**config.mk**
```make
export PLATFORM = sky130hd
export DESIGN_NAME = bcd_serial_encoder
export DESIGN_NICKNAME = d
export VERILOG_FILES = /design/src/rtl/bcd_serial_encoder.sv
export SDC_FILE = /design/constraint.sdc
export NUM_CORES = 1
export LEC_CHECK = 0
export ABC_AREA = 0
export CORE_ASPECT_RATIO = 1.2
export CORE_MARGIN = 1.5
export CORE_UTILIZATION = 60
export CTS_BUF_LIST = sky130_fd_sc_hd__clkbuf_4
export CTS_CLUSTER_DIAMETER = 200
export DETAILED_ROUTE_END_ITERATION = 10
export DONT_BUFFER_PORTS = 1
export GPL_ROUTABILITY_DRIVEN = 0
export PLACE_DENSITY = 0.79
export SLEW_MARGIN = 20
export SYNTH_ARGS = -nofsm -noshare
export SYNTH_HDL_FRONTEND = slang
export SYNTH_SLANG_ARGS = --single-unit
export TNS_END_PERCENT = 50
```
**constraint.sdc**
```tcl
create_clock -name clk -period 4.2 [get_ports clk]
set_clock_uncertainty 0.2 [all_clocks]
set_input_delay 0.63 -clock clk [delete_from_list [all_inputs] [get_ports clk]]
set_output_delay 0.63 -clock clk [all_outputs]
set_load 0.02 [all_outputs]
```
**src/rtl/bcd_serial_encoder.sv**
```systemverilog
// Iterative double-dabble binary to BCD converter.
// One adjust-and-shift step per clock, valid/ready on both sides.
module bcd_serial_encoder #(
  parameter  int N = 8,
  localparam int W = N + (N - 4) / 3 + 1
) (
  input  logic         clk,
  input  logic         aresetn,
  input  logic         in_valid,
  output logic         in_ready,
  input  logic [N-1:0] bin,
  output logic         out_valid,
  input  logic         out_ready,
  output logic [W-1:0] bcd
);

  localparam int ND = (W + 3) / 4;
  localparam int AW = 4 * ND;
  localparam int CW = $clog2(N + 1);
  localparam logic [CW-1:0] LAST = CW'(N - 1);

  typedef enum logic [1:0] {
    IDLE,
    SHIFT,
    DONE
  } state_t;

  state_t        state_q;
  logic [N-1:0]  sreg_q;
  logic [N-1:0]  sreg_d;
  logic [AW-1:0] acc_q;
  logic [AW-1:0] acc_d;
  logic [AW-1:0] adj;
  logic [CW-1:0] cnt_q;
  logic [CW-1:0] cnt_d;
  logic [W-1:0]  bcd_q;
  logic          in_ready_q;
  logic          out_valid_q;

  assign in_ready  = in_ready_q;
  assign out_valid = out_valid_q;
  assign bcd       = bcd_q;

  // One datapath step: add 3 to every digit above 4, then shift left.
  always_comb begin
    adj = acc_q;
    for (int i = 0; i < ND; i++) begin
      if (acc_q[4*i +: 4] > 4'd4) begin
        adj[4*i +: 4] = acc_q[4*i +: 4] + 4'd3;
      end
    end
    {acc_d, sreg_d} = {adj, sreg_q} << 1;
    cnt_d = cnt_q + 1'b1;
  end

  // Control FSM; handshake outputs are registered with the state.
  always_ff @(posedge clk or negedge aresetn) begin
    if (!aresetn) begin
      state_q     <= IDLE;
      sreg_q      <= '0;
      acc_q       <= '0;
      cnt_q       <= '0;
      bcd_q       <= '0;
      in_ready_q  <= 1'b1;
      out_valid_q <= 1'b0;
    end else begin
      unique case (state_q)
        IDLE: begin
          if (in_valid) begin
            sreg_q     <= bin;
            acc_q      <= '0;
            cnt_q      <= '0;
            in_ready_q <= 1'b0;
            state_q    <= SHIFT;
          end
        end
        SHIFT: begin
          sreg_q <= sreg_d;
          acc_q  <= acc_d;
          cnt_q  <= cnt_d;
          if (cnt_q == LAST) begin
            bcd_q       <= acc_d[W-1:0];
            out_valid_q <= 1'b1;
            state_q     <= DONE;
          end
        end
        DONE: begin
          if (out_ready) begin
            out_valid_q <= 1'b0;
            in_ready_q  <= 1'b1;
            state_q     <= IDLE;
          end
        end
        default: begin
          in_ready_q  <= 1'b1;
          out_valid_q <= 1'b0;
          state_q     <= IDLE;
        end
      endcase
    end
  end

  // Digits above W can never be set for an N-bit input.
  always @(posedge clk) begin
    if (aresetn && state_q == SHIFT && cnt_q == LAST) begin
      assert ((acc_d >> W) == '0);
    end
  end

endmodule

```
==> flow_summary_export.csv <==
group,metric,value,unit
synth,ys_seq_area_share,51.4,%
clocking,numClockSinks,38,
flow_run,drv_cap,0,
critical_path,path_buf_inv,0,
critical_path,worstPathRequired,4.24,ns
global_route,grt_pass1_vias,1298,
detailed_routing,drc,0,
power,p_switching,660,uW
sta,rsz0062_at_grt,"no",
clocking,cts_setup_buffers,0,
sta,max_clock_freq,458,MHz
place,placed_cells,201,
global_route,grt_max_degree,39,
detailed_routing,routed_via_density,6.09,
clocking,root_buffer,"clkbuf_4",
sta,timing.slew.headroom,52.0,%
cells_and_area,antenna_cells,0,
synth,syn_inst,176,
min_path,worstHoldStart,"out_ready",
critical_path,rrSetupSlack,2.02,ns
global_route,grt.overflow.total,0,
critical_path,r2r-start,"state_q[0]",
detailed_routing,wl_per_cell,15.7,um
power,pwr-share-clk,12.6,%
power,ir_worst_vdd,462,uV
cells_and_area,final_core_util,67.5,%
synth,ys_types,31,
clocking,clk_pin_slew_worst_paths,0.10,ns
power,finalPower,1590,uW
power,internal_power,926,uW
die,die_h,63.9,um
critical_path,r2r_cells,3,
synth,ys_ff_latch,38,
cells_and_area,layout_commonest_cell,"dfrtp_1",
clocking,cts_tree,"built",
synth,avgSynthCellArea,10.5,um2
detailed_routing,dr_total_vias,1286,
power,swShare,41.6,%
synth,synth_edf_count,0,
cells_and_area,final_cell_mix,"dfrtp_1, o21ai_0, a21oi_1, a22o_1, nor2_1",
detailed_routing,ant_nets,0,
clocking,clk_path_buf_depth,2,
die,initial_core_util,64.7,%
global_route,busiest_layer,"met2",
global_route,track_usage,22.6,%
clocking,clkLatencyLatePin,0.35,ns
die,ios,24,
critical_path,crit_fanout,17,
clocking,cts_buffers,5,
min_path,holdPathStages,3,
detailed_routing,detail_route.first_pass.iterations,4,
critical_path,rr_endpoint,"bcd[2]",
critical_path,critPathLaunchType,"flop",
power,seqPwrFrac,48.0,%
detailed_routing,drt-initial-drc-count,41,
synth,synthArstFlopShare,100,%
global_route,antenna_found_initial,0,
sta,finalHoldViolCount,0,
power,p_per_area,821,mW/mm2
sta,tightest_slew,0.717,ns
power,pwr-share-comb,39.5,%
critical_path,crit_path_max_incr_delay,0.69,ns
synth,syn_nets,194,
die,die-width,53.7,um
sta,setup_viol,0,
die,rows,21,
place,place.port_buffers,0,
global_route,met1_usage,27.6,%
detailed_routing,routed_wl,3.32,mm
sta,drv_slew,0,
critical_path,worst-setup-path-type,"flop to flop",
synth,ys_warn_count,0,
cells_and_area,nFillCells,227,
cells_and_area,drive_gt1_share,11.9,%
clocking,h-tree-depth,2,
status,status,"completed",
cells_and_area,nNetsFinal,194,
critical_path,crit_path_top_delay_cell,"dfrtp_1",
critical_path,cp.arrival,2.22,ns
global_route,grt_pass1_wl,5.63,mm
global_route,grtUsageMet2,36.1,%
sta,fin_crit_sh,51.9,%
cells_and_area,syn2layout_area_growth,4.39,%
min_path,whs_endpoint,"out_valid",
cells_and_area,instances_no_fill,211,
die,core-area,0.00286,mm2
die,die_area,0.00343,mm2
power,leakagePower,0.000878,uW
global_route,grtUsageMet3,6.54,%
critical_path,worstSetupEndpointType,"flop",
synth,syn-cell-area,0.00185,mm2
critical_path,path_cells,"nand2b_4 -> nor3_4 -> mux2_2",
sta,min_period,2.18,ns
sta,tns,0,ns
min_path,hold_path_class,"input pin to flop",
synth,synthFlopType,"dfrtp_1",
place,dp_hpwl,2.23,mm
critical_path,cp_top_family,"simple AND/OR/NAND/NOR gates",
## synthesized netlist by cell type, types with 4 or more instances
cell type,count,share of area [%]
dfrtp_1,37,50
o21ai_0,20,5.4
a21oi_1,17,4.6
a22o_1,11,5.2
nor2_1,11,2.2
inv_1,9,1.8
nand2_1,9,1.8
nor2b_1,9,3.0
a22oi_1,7,2.8
ha_1,6,4.1
buf_2,5,1.4
nor3_1,5,1.4
mux2_2,4,2.4
## flip-flops by register name (all words and copies together), names as in the netlist
name,count
sreg_q,8
cnt_q,4
state_q,2
bcd,10
in_ready,1
acc_q,12
out_valid,1
## what timing repair did
action | in CTS | in global routing
gates resized for setup | 0 | 0
hold buffers | 2 | 0
endpoints found under the hold margin | 38 | 0
## metrics by stage
stage | worst slack [ns] | area [um2] | hold WS, ns
final | 2.02 | 1930 | 0.261
after global routing | 1.92 | 1930 | 0.268
after CTS | 2.00 | 1930 | 0.251
after detailed placement | 2.01 | 1840 | 0.135
after global placement | 2.09 | 1840 | 0.135
after floorplan | 2.53 | 1850 | 0.134
## worst register-to-register path: stages, from the launching register on
cell      delay [ns]
dfrtp_1         0.69
nand2b_4        0.15
nor3_4          0.63
mux2_2          0.41
## how the worst max path moves through the flow
stage / endpoint / start / cells past startpoint / slack, ns
2_1_floorplan: acc_q[7] / in_valid / 5 / 2.53
3_3_place_gp: bcd[3] / state_q[0] / 3 / 2.09
3_5_place_dp: bcd[2] / state_q[0] / 3 / 2.01
4_1_cts: bcd[2] / state_q[0] / 3 / 2.00
5_1_grt: bcd[0] / state_q[0] / 3 / 1.92
6_report: bcd[2] / state_q[0] / 3 / 2.02
## power groups by stage
stage | combinational [uW] | clock (uW) | sequential, uW
after floorplan | 559 | 0 | 708
after global placement | 583 | 0 | 762
after detailed placement | 614 | 0 | 770
after CTS | 629 | 204 | 763
after global routing | 712 | 217 | 791
final | 626 | 199 | 761
## per-layer routing
layer | wire length, um | vias to the layer above
met5 | 0 | -
met4 | 64 | 0
met3 | 188 | 6
met2 | 1640 | 42
met1 | 1420 | 619
li1 | - | 619
## layout make-up
class                   instances  area, um2  share of cell area [%]
flip-flops and latches         38        952                    49.3
clock buffers                   8       60.1                    3.11
inverters                       9       33.8                    1.75
well taps                      34       42.5                    2.20
multi-input cells             120        815                    42.1
repair buffers                  2       30.0                    1.55
## kinds of logic (layout without fill, tap and decap cells)
family	after synthesis	count (layout)	share of synthesized area, %
buffers and inverters	18	19	4.59
muxes	10	10	6.49
DFF	38	38	51.4
adders and majority gates	6	6	4.05
AOI/OAI and AO/OA	60	60	20.3
and+or+nand+nor	41	41	11.8
xor gates and xnor gates	3	3	1.42
(Power assumes the default switching activity.)
